<file path="src/rtl/p25519_defs.sv">
// Shared field constants for the Curve25519 datapath.
// Latency: n/a (macro definitions only).
// Backpressure: n/a.
`ifndef P25519_DEFS_SV
`define P25519_DEFS_SV
// Field prime 2^255 - 19.
`define P25519 255'h7fffffffffffffffffffffffffffffffffffffffffffffffffffffffffffffed
`endif

</file>
<file path="src/rtl/point_encoder_pkg.sv">
// Types and constants shared by the point encoder slice.
// Latency: n/a (declarations only).
// Backpressure: n/a.
`include "p25519_defs.sv"

package point_encoder_pkg;

    localparam int FIELD_W = 255;
    localparam int ENC_W   = FIELD_W + 1;
    localparam int NBYTES  = ENC_W / 8;

    localparam logic [FIELD_W-1:0] P25519 = `P25519;

    // Encoder control states; encoding values are fixed.
    typedef enum logic [1:0] {
        IDLE   = 2'd0,
        REDUCE = 2'd1,
        SEND   = 2'd2
    } state_t;

endpackage

</file>
<file path="src/rtl/point_encoder_if.sv">
// Point input handshake plus encoded byte stream output.
// Latency: n/a (signal bundle only).
// Backpressure: pt_valid/pt_ready upstream, out_valid/out_ready downstream.
interface point_encoder_if #(
    parameter int N = 255
);
    logic [N-1:0] px;
    logic [N-1:0] py;
    logic         pt_valid;
    logic         pt_ready;
    logic [N:0]   exp_enc;
    logic [7:0]   out_data;
    logic         out_valid;
    logic         out_ready;
    logic         out_last;

    // Producer of points / consumer of bytes.
    modport master (
        output px, py, pt_valid, exp_enc, out_ready,
        input  pt_ready, out_data, out_valid, out_last
    );

    // The encoder itself.
    modport slave (
        input  px, py, pt_valid, exp_enc, out_ready,
        output pt_ready, out_data, out_valid, out_last
    );
endinterface

</file>
<file path="src/rtl/point_encoder_canon_reduce.sv">
// Canonical reduction mod P25519 for inputs below 2^N: one conditional subtract.
// Latency: combinational.
// Backpressure: none.
module canon_reduce
    import point_encoder_pkg::*;
#(
    parameter int N = 255
) (
    input  logic [N-1:0] a,
    output logic [N-1:0] z
);

    localparam logic [N-1:0] P = N'(P25519);

    // Inputs in [P, 2^N-1] land in [0, 18]; everything else passes through.
    always_comb begin
        z = (a >= P) ? (a - P) : a;
    end

endmodule

</file>
<file path="src/rtl/point_encoder.sv">
// Canonicalises an affine point, builds the 256-bit compressed encoding, streams it LSB byte first.
// Latency: capture to first byte 2 cycles; at least 34 cycles per point with out_ready held high.
// Backpressure: pt_ready only in IDLE; a stalled byte holds out_data/out_last until accepted.
module point_encoder
    import point_encoder_pkg::*;
#(
    parameter int N        = 255,
    parameter bit CHECK_EN = 1'b1
) (
    input  logic            clk,
    input  logic            rst,
    point_encoder_if.slave  bus,
    output logic            busy,
    output logic            match,
    output logic            match_valid
);

    state_t       state_q;
    state_t       state_d;
    logic [4:0]   idx;
    logic [N-1:0] px_q;
    logic [N-1:0] py_q;
    logic [N:0]   exp_q;
    logic [N:0]   enc_q;
    logic [N:0]   enc_d;
    logic [N-1:0] xr;
    logic [N-1:0] yr;
    logic         match_q;
    logic         match_valid_q;
    logic         pt_ready;
    logic         out_valid;
    logic         busy_c;
    logic         unused_xr_hi;

    canon_reduce #(.N(N)) u_reduce_x (.a(px_q), .z(xr));
    canon_reduce #(.N(N)) u_reduce_y (.a(py_q), .z(yr));

    // Only the parity of x survives into the encoding.
    assign unused_xr_hi = ^xr[N-1:1];
    assign enc_d        = {xr[0], yr};

    // State register.
    always_ff @(posedge clk) begin
        if (rst) begin
            state_q <= IDLE;
        end else begin
            state_q <= state_d;
        end
    end

    // Next state and state-decoded handshake outputs.
    always_comb begin
        state_d   = state_q;
        pt_ready  = 1'b0;
        busy_c    = 1'b0;
        out_valid = 1'b0;
        case (state_q)
            IDLE: begin
                pt_ready = 1'b1;
                if (bus.pt_valid) begin
                    state_d = REDUCE;
                end
            end
            REDUCE: begin
                busy_c  = 1'b1;
                state_d = SEND;
            end
            SEND: begin
                busy_c    = 1'b1;
                out_valid = 1'b1;
                if (bus.out_ready && (idx == 5'd31)) begin
                    state_d = IDLE;
                end
            end
            default: begin
                state_d = IDLE;
            end
        endcase
    end

    // Point capture, encoding register, comparator and byte index.
    always_ff @(posedge clk) begin
        if (rst) begin
            idx           <= 5'd0;
            px_q          <= '0;
            py_q          <= '0;
            exp_q         <= '0;
            enc_q         <= '0;
            match_q       <= 1'b0;
            match_valid_q <= 1'b0;
        end else begin
            match_valid_q <= 1'b0;
            if ((state_q == IDLE) && bus.pt_valid) begin
                px_q  <= bus.px;
                py_q  <= bus.py;
                exp_q <= bus.exp_enc;
            end
            if (state_q == REDUCE) begin
                enc_q         <= enc_d;
                idx           <= 5'd0;
                match_q       <= CHECK_EN && (enc_d == exp_q);
                match_valid_q <= CHECK_EN;
            end
            if ((state_q == SEND) && bus.out_ready) begin
                // Leaving SEND after byte 31 clears the index, so it never wraps.
                idx <= (idx == 5'd31) ? 5'd0 : idx + 5'd1;
            end
        end
    end

    assign bus.pt_ready  = pt_ready;
    assign bus.out_valid = out_valid;
    assign bus.out_last  = out_valid && (idx == 5'd31);
    assign bus.out_data  = out_valid ? enc_q[{idx, 3'b000} +: 8] : 8'h00;
    assign busy          = busy_c;
    assign match         = match_q;
    assign match_valid   = match_valid_q;

endmodule

</file>
<file path="src/flat_wrapper.sv">
// flat-port wrapper written by rule: the top's interface ports become plain ports
module point_encoder_flat import point_encoder_pkg::*;
#(
    parameter int N        = 255,
    parameter bit CHECK_EN = 1'b1
)
  (clk, rst, busy, match, match_valid, bus_px, bus_py, bus_pt_valid, bus_exp_enc, bus_out_ready, bus_pt_ready, bus_out_data, bus_out_valid, bus_out_last);
  point_encoder_if #(.N(N)) bus_i ();
  input  logic clk;
  input  logic rst;
  output logic busy;
  output logic match;
  output logic match_valid;
  input wire logic [$bits(bus_i.px)-1:0] bus_px;
  input wire logic [$bits(bus_i.py)-1:0] bus_py;
  input wire logic [$bits(bus_i.pt_valid)-1:0] bus_pt_valid;
  input wire logic [$bits(bus_i.exp_enc)-1:0] bus_exp_enc;
  input wire logic [$bits(bus_i.out_ready)-1:0] bus_out_ready;
  output wire logic [$bits(bus_i.pt_ready)-1:0] bus_pt_ready;
  output wire logic [$bits(bus_i.out_data)-1:0] bus_out_data;
  output wire logic [$bits(bus_i.out_valid)-1:0] bus_out_valid;
  output wire logic [$bits(bus_i.out_last)-1:0] bus_out_last;
  assign bus_i.px = bus_px;
  assign bus_i.py = bus_py;
  assign bus_i.pt_valid = bus_pt_valid;
  assign bus_i.exp_enc = bus_exp_enc;
  assign bus_i.out_ready = bus_out_ready;
  assign bus_pt_ready = bus_i.pt_ready;
  assign bus_out_data = bus_i.out_data;
  assign bus_out_valid = bus_i.out_valid;
  assign bus_out_last = bus_i.out_last;
  point_encoder #(.N(N), .CHECK_EN(CHECK_EN)) u_core (.clk(clk), .rst(rst), .bus(bus_i), .busy(busy), .match(match), .match_valid(match_valid));
endmodule
</file>
<file path="config.mk">
export PLATFORM = sky130hd
export DESIGN_NAME = point_encoder_flat
export DESIGN_NICKNAME = d
export VERILOG_FILES = /design/src/rtl/point_encoder_pkg.sv /design/src/rtl/point_encoder_if.sv /design/src/rtl/point_encoder_canon_reduce.sv /design/src/rtl/point_encoder.sv /design/src/flat_wrapper.sv
export VERILOG_INCLUDE_DIRS = /design/src /design/src/rtl
export SDC_FILE = /design/constraint.sdc
export NUM_CORES = 2
export LEC_CHECK = 0
export CAP_MARGIN = 20
export CORE_MARGIN = 2
export CORE_UTILIZATION = 35
export CTS_CLUSTER_DIAMETER = 200
export DETAILED_ROUTE_END_ITERATION = 16
export SLEW_MARGIN = 20
export SYNTH_ARGS = -nofsm -noshare
export SYNTH_HDL_FRONTEND = slang
export SYNTH_SLANG_ARGS = --single-unit
</file>
<file path="constraint.sdc">
create_clock -name clk -period 9.8 [get_ports clk]
set_clock_uncertainty 0.05 [all_clocks]
set_input_delay 1.96 -clock clk [delete_from_list [all_inputs] [get_ports clk]]
set_output_delay 1.96 -clock clk [all_outputs]
set_load 0.05 [all_outputs]
</file>
==> results by group <==
Critical path
  • Most common cell on crit path: mux4_2
  • FF-to-FF path depth: 10
  • WP data required: ~7.8 ns
  • Slowest stage delay, CP: 0.77 ns
  • Startpoint types: flop
  • Critical path's slowest cell: buf_4
  • Worst path top cell family by delay: multiplexers
  • R2R setup slack: around 4.2 ns
  • Reg-to-Reg End: u_core.match
  • Crit-path cells: buf_4 > mux4_2 > mux4_2 > mux2i_1 > nor2b_1 > clkdlybuf4s50_1
  • CP endpoint kind: output pin
  • Worst Setup Path Type: reg2out
  • CP arrival: 4.55 ns
  • R2r startpoint: u_core.py_q[169]
  • Crit path buffers/inverters: 2
  • Critical path fanouts, max: 45

Synthesis
  • Top cell type's share of synthesized area: between 40% and 50%
  • Ys Warns: 0
  • Top FF cell, synth: dfxtp_1
  • Cell taking the most area after synthesis: dfxtp_1
  • Syn nets: roughly 6300
  • Most instantiated library cell after synthesis: nand2_1
  • Post-synth ARST share: 0%
  • Flop and latch count out of synthesis: between 1000 and 1500
  • Syn Area/Cell: 8.00 um2
  • Syn Inst Count: about 5600
  • Seq/Total Area, Yosys: 46.4%
  • Distinct cells, synth: 68
  • Largest cells by area after synthesis: dfxtp_1, nand2_1, a21oi_1, xnor2_1, mux4_2
  • Post-synthesis cell area: 44500 um2
  • EDFF count, synth: 0
  • Synth top cells by count: nand2_1, a21oi_1, dfxtp_1

Timing
  • Final setup violation count: 0
  • Worst slew pin tran: 1.29 ns
  • Slew headroom: 14.0%
  • Max-slew violations: 0
  • Setup TNS: 0 ns
  • Final Cycle Share: between 60% and 70%
  • Period minus WS final: 6.56 ns
  • Setup WS post-layout: roughly 3.2 ns
  • RSZ-0062 raised after global routing: false
  • Fmax: roughly 0.15 GHz
  • Fin. Hold Viols: 0

Clocking
  • Post-CTS Repair Setup Buffers: 0
  • CTS Hold Buffers Added: 0
  • Clk Latency, worst-skew pair: between 0.7 and 0.8 ns
  • Clock Sinks: around 1000
  • H-Tree Depth: 3
  • CTS root buffer: clkbuf_16
  • Worst-case clock buffer depth: 3
  • Num CTS Buffers: about 110
  • CTS tree: done
  • PostCTS Resize Cnt: 0
  • Reg clk slew, reported paths: around 0.06 ns

Floorplan
  • I/O Pins: 784
  • Die height: roughly 360 um
  • Full die area: roughly 130000 um2
  • Core area: 126000 um2
  • Starting Density: around a third
  • Chip Width: ~360 um
  • Row cnt: 130

Power and ir drop
  • Int Power: ~7.9 mW
  • Total power: between 10 and 15 mW
  • Comb pwr share: roughly 15%
  • VDD IR max: approximately 140 uV
  • Seq pwr share: 45.0%
  • NetSw: ~3.4 mW
  • Switch share: 30.4%
  • Pwr Density: 197 nW/um2
  • P_leak: around 19 nW
  • Clock power share: 39.6%

Worst hold path
  • Worst hold path depth: 2
  • Worst hold start: u_core.px_q[84]
  • Min-delay worst type: reg2reg
  • Hold EP: u_core.px_q[84]

Routing
  • Vias: 44694
  • Drt initial violations: 5286
  • DRT Wirelength: 235000 um
  • Vias per inst: ~5.7
  • Post-route ant nets: 0
  • Remaining DRCs: 0
  • Routed len/inst: approximately 30 um
  • Drt first pass iters: 6

GRT
  • Total grt overflow: 0
  • Pin count of the biggest net entering global routing: 246
  • Vias in the first global route: roughly 42000
  • Initial antenna violation count: 37
  • Global-route wire length before repair: around 320000 um
  • Total track usage: 35.0%

Placement
  • HPWL after DPL: 184000 um
  • Port Buffers: 783
  • Final Wtd Congestion: about 1.0
  • Pre-CTS WS: between 3 and 4 ns

Status
  • Status: complete, no violations

Final layout
  • Ratio of cells with drive above 1 in the final layout: under 10%
  • Nets: a little under 7000
  • Area Growth Syn to Fin: 29.2%

Job
  • Max-cap violations: 0
## worst max path at each step
stage                   from               to  slack, ns  depth (start not counted)
2_1_floorplan  u_core.idx[0]  bus_out_data[0]       4.90                          7
3_3_place_gp   u_core.idx[0]  bus_out_data[7]       4.00                          6
3_5_place_dp   u_core.idx[0]  bus_out_data[1]       3.95                          6
4_1_cts        u_core.idx[0]  bus_out_data[1]       3.12                          6
5_1_grt        u_core.idx[0]  bus_out_data[2]       2.96                          6
6_report       u_core.idx[0]  bus_out_data[2]       3.24                          6
## tightest hold or removal path, cell delays in order (launching register included)
cell and delay [ns]:
dfxtp_1 0.31, nand2_1 0.05, a21oi_1 0.05
## through the flow
stage / util, % / hold WS, ns / area [um2] / instances
after global routing: 45.6 / 0.419 / 57400 / 7863
final: 45.6 / 0.403 / 57500 / 7870
after global placement: 42.5 / 0.392 / 53500 / 7652
after detailed placement: 42.5 / 0.397 / 53500 / 7652
after floorplan: - / 0.386 / 44500 / 5555
after CTS: 45.6 / 0.405 / 57400 / 7856
## state kept, by name, indices dropped and copies added (netlist names)
register,count
u_core.match_valid,1
u_core.px_q,255
u_core.enc_q,256
u_core.state_q,2
u_core.idx,5
u_core.exp_q,256
u_core.py_q,255
u_core.match,1
## cells in the final DEF, fill, tap and decap left out, types with 51 or more instances in the layout
cell type / synthesis / routed
buf_4: 0 / 51
xnor2_1: 209 / 209
nand3_1: 274 / 272
clkdlybuf4s50_1: 0 / 782
dfxtp_1: 1031 / 1028
nand2b_1: 249 / 249
a21oi_1: 1038 / 1038
clkbuf_16: 0 / 112
mux4_2: 80 / 80
nand4_1: 276 / 276
nor4_1: 105 / 105
nor2_1: 51 / 51
nand2_1: 1577 / 1576
## metal layers
layer / up-vias / global-route usage, % / part of all wire [%]
li1: 20255 / - / -
met1: 21618 / 42.6 / 39
met2: 2211 / 55.0 / 44
met3: 558 / 10.1 / 10
met4: 52 / 20.2 / 6.8
met5: - / 0 / 0.15
## layout make-up
cell class | instances | area [um2]
multi-input cells | 4112 | 22300
clock inverters | 46 | 583
well taps | 1650 | 2060
diodes | 13 | 32.5
inverters | 14 | 52.6
flip-flops and latches | 1031 | 20600
fillers | 12684 | 68400
repair buffers | 846 | 8450
clock buffers | 158 | 3300
## kinds of logic after synthesis
| group | count (synthesis) | synth area share (%) |
|---|---|---|
| simple gates | 2633 | 27.4 |
| xor+xnor | 246 | 4.85 |
| flops | 1031 | 46.4 |
| buf+inv | 412 | 3.50 |
| compound gates | 1121 | 13.1 |
| fa+ha+maj | 7 | 0.197 |
| mux | 105 | 4.62 |
## power by group through the flow
stage               Combinational [mW]  Sequential (mW)  Clock (mW)
floorplan                         1.00             4.78           0
global placement                  1.70             5.14           0
detailed placement                1.71             5.14           0
CTS                               1.72             5.05        4.55
global route                      1.87             5.07        4.70
finish                            1.73             5.09        4.48
(Power assumes the default switching activity.)
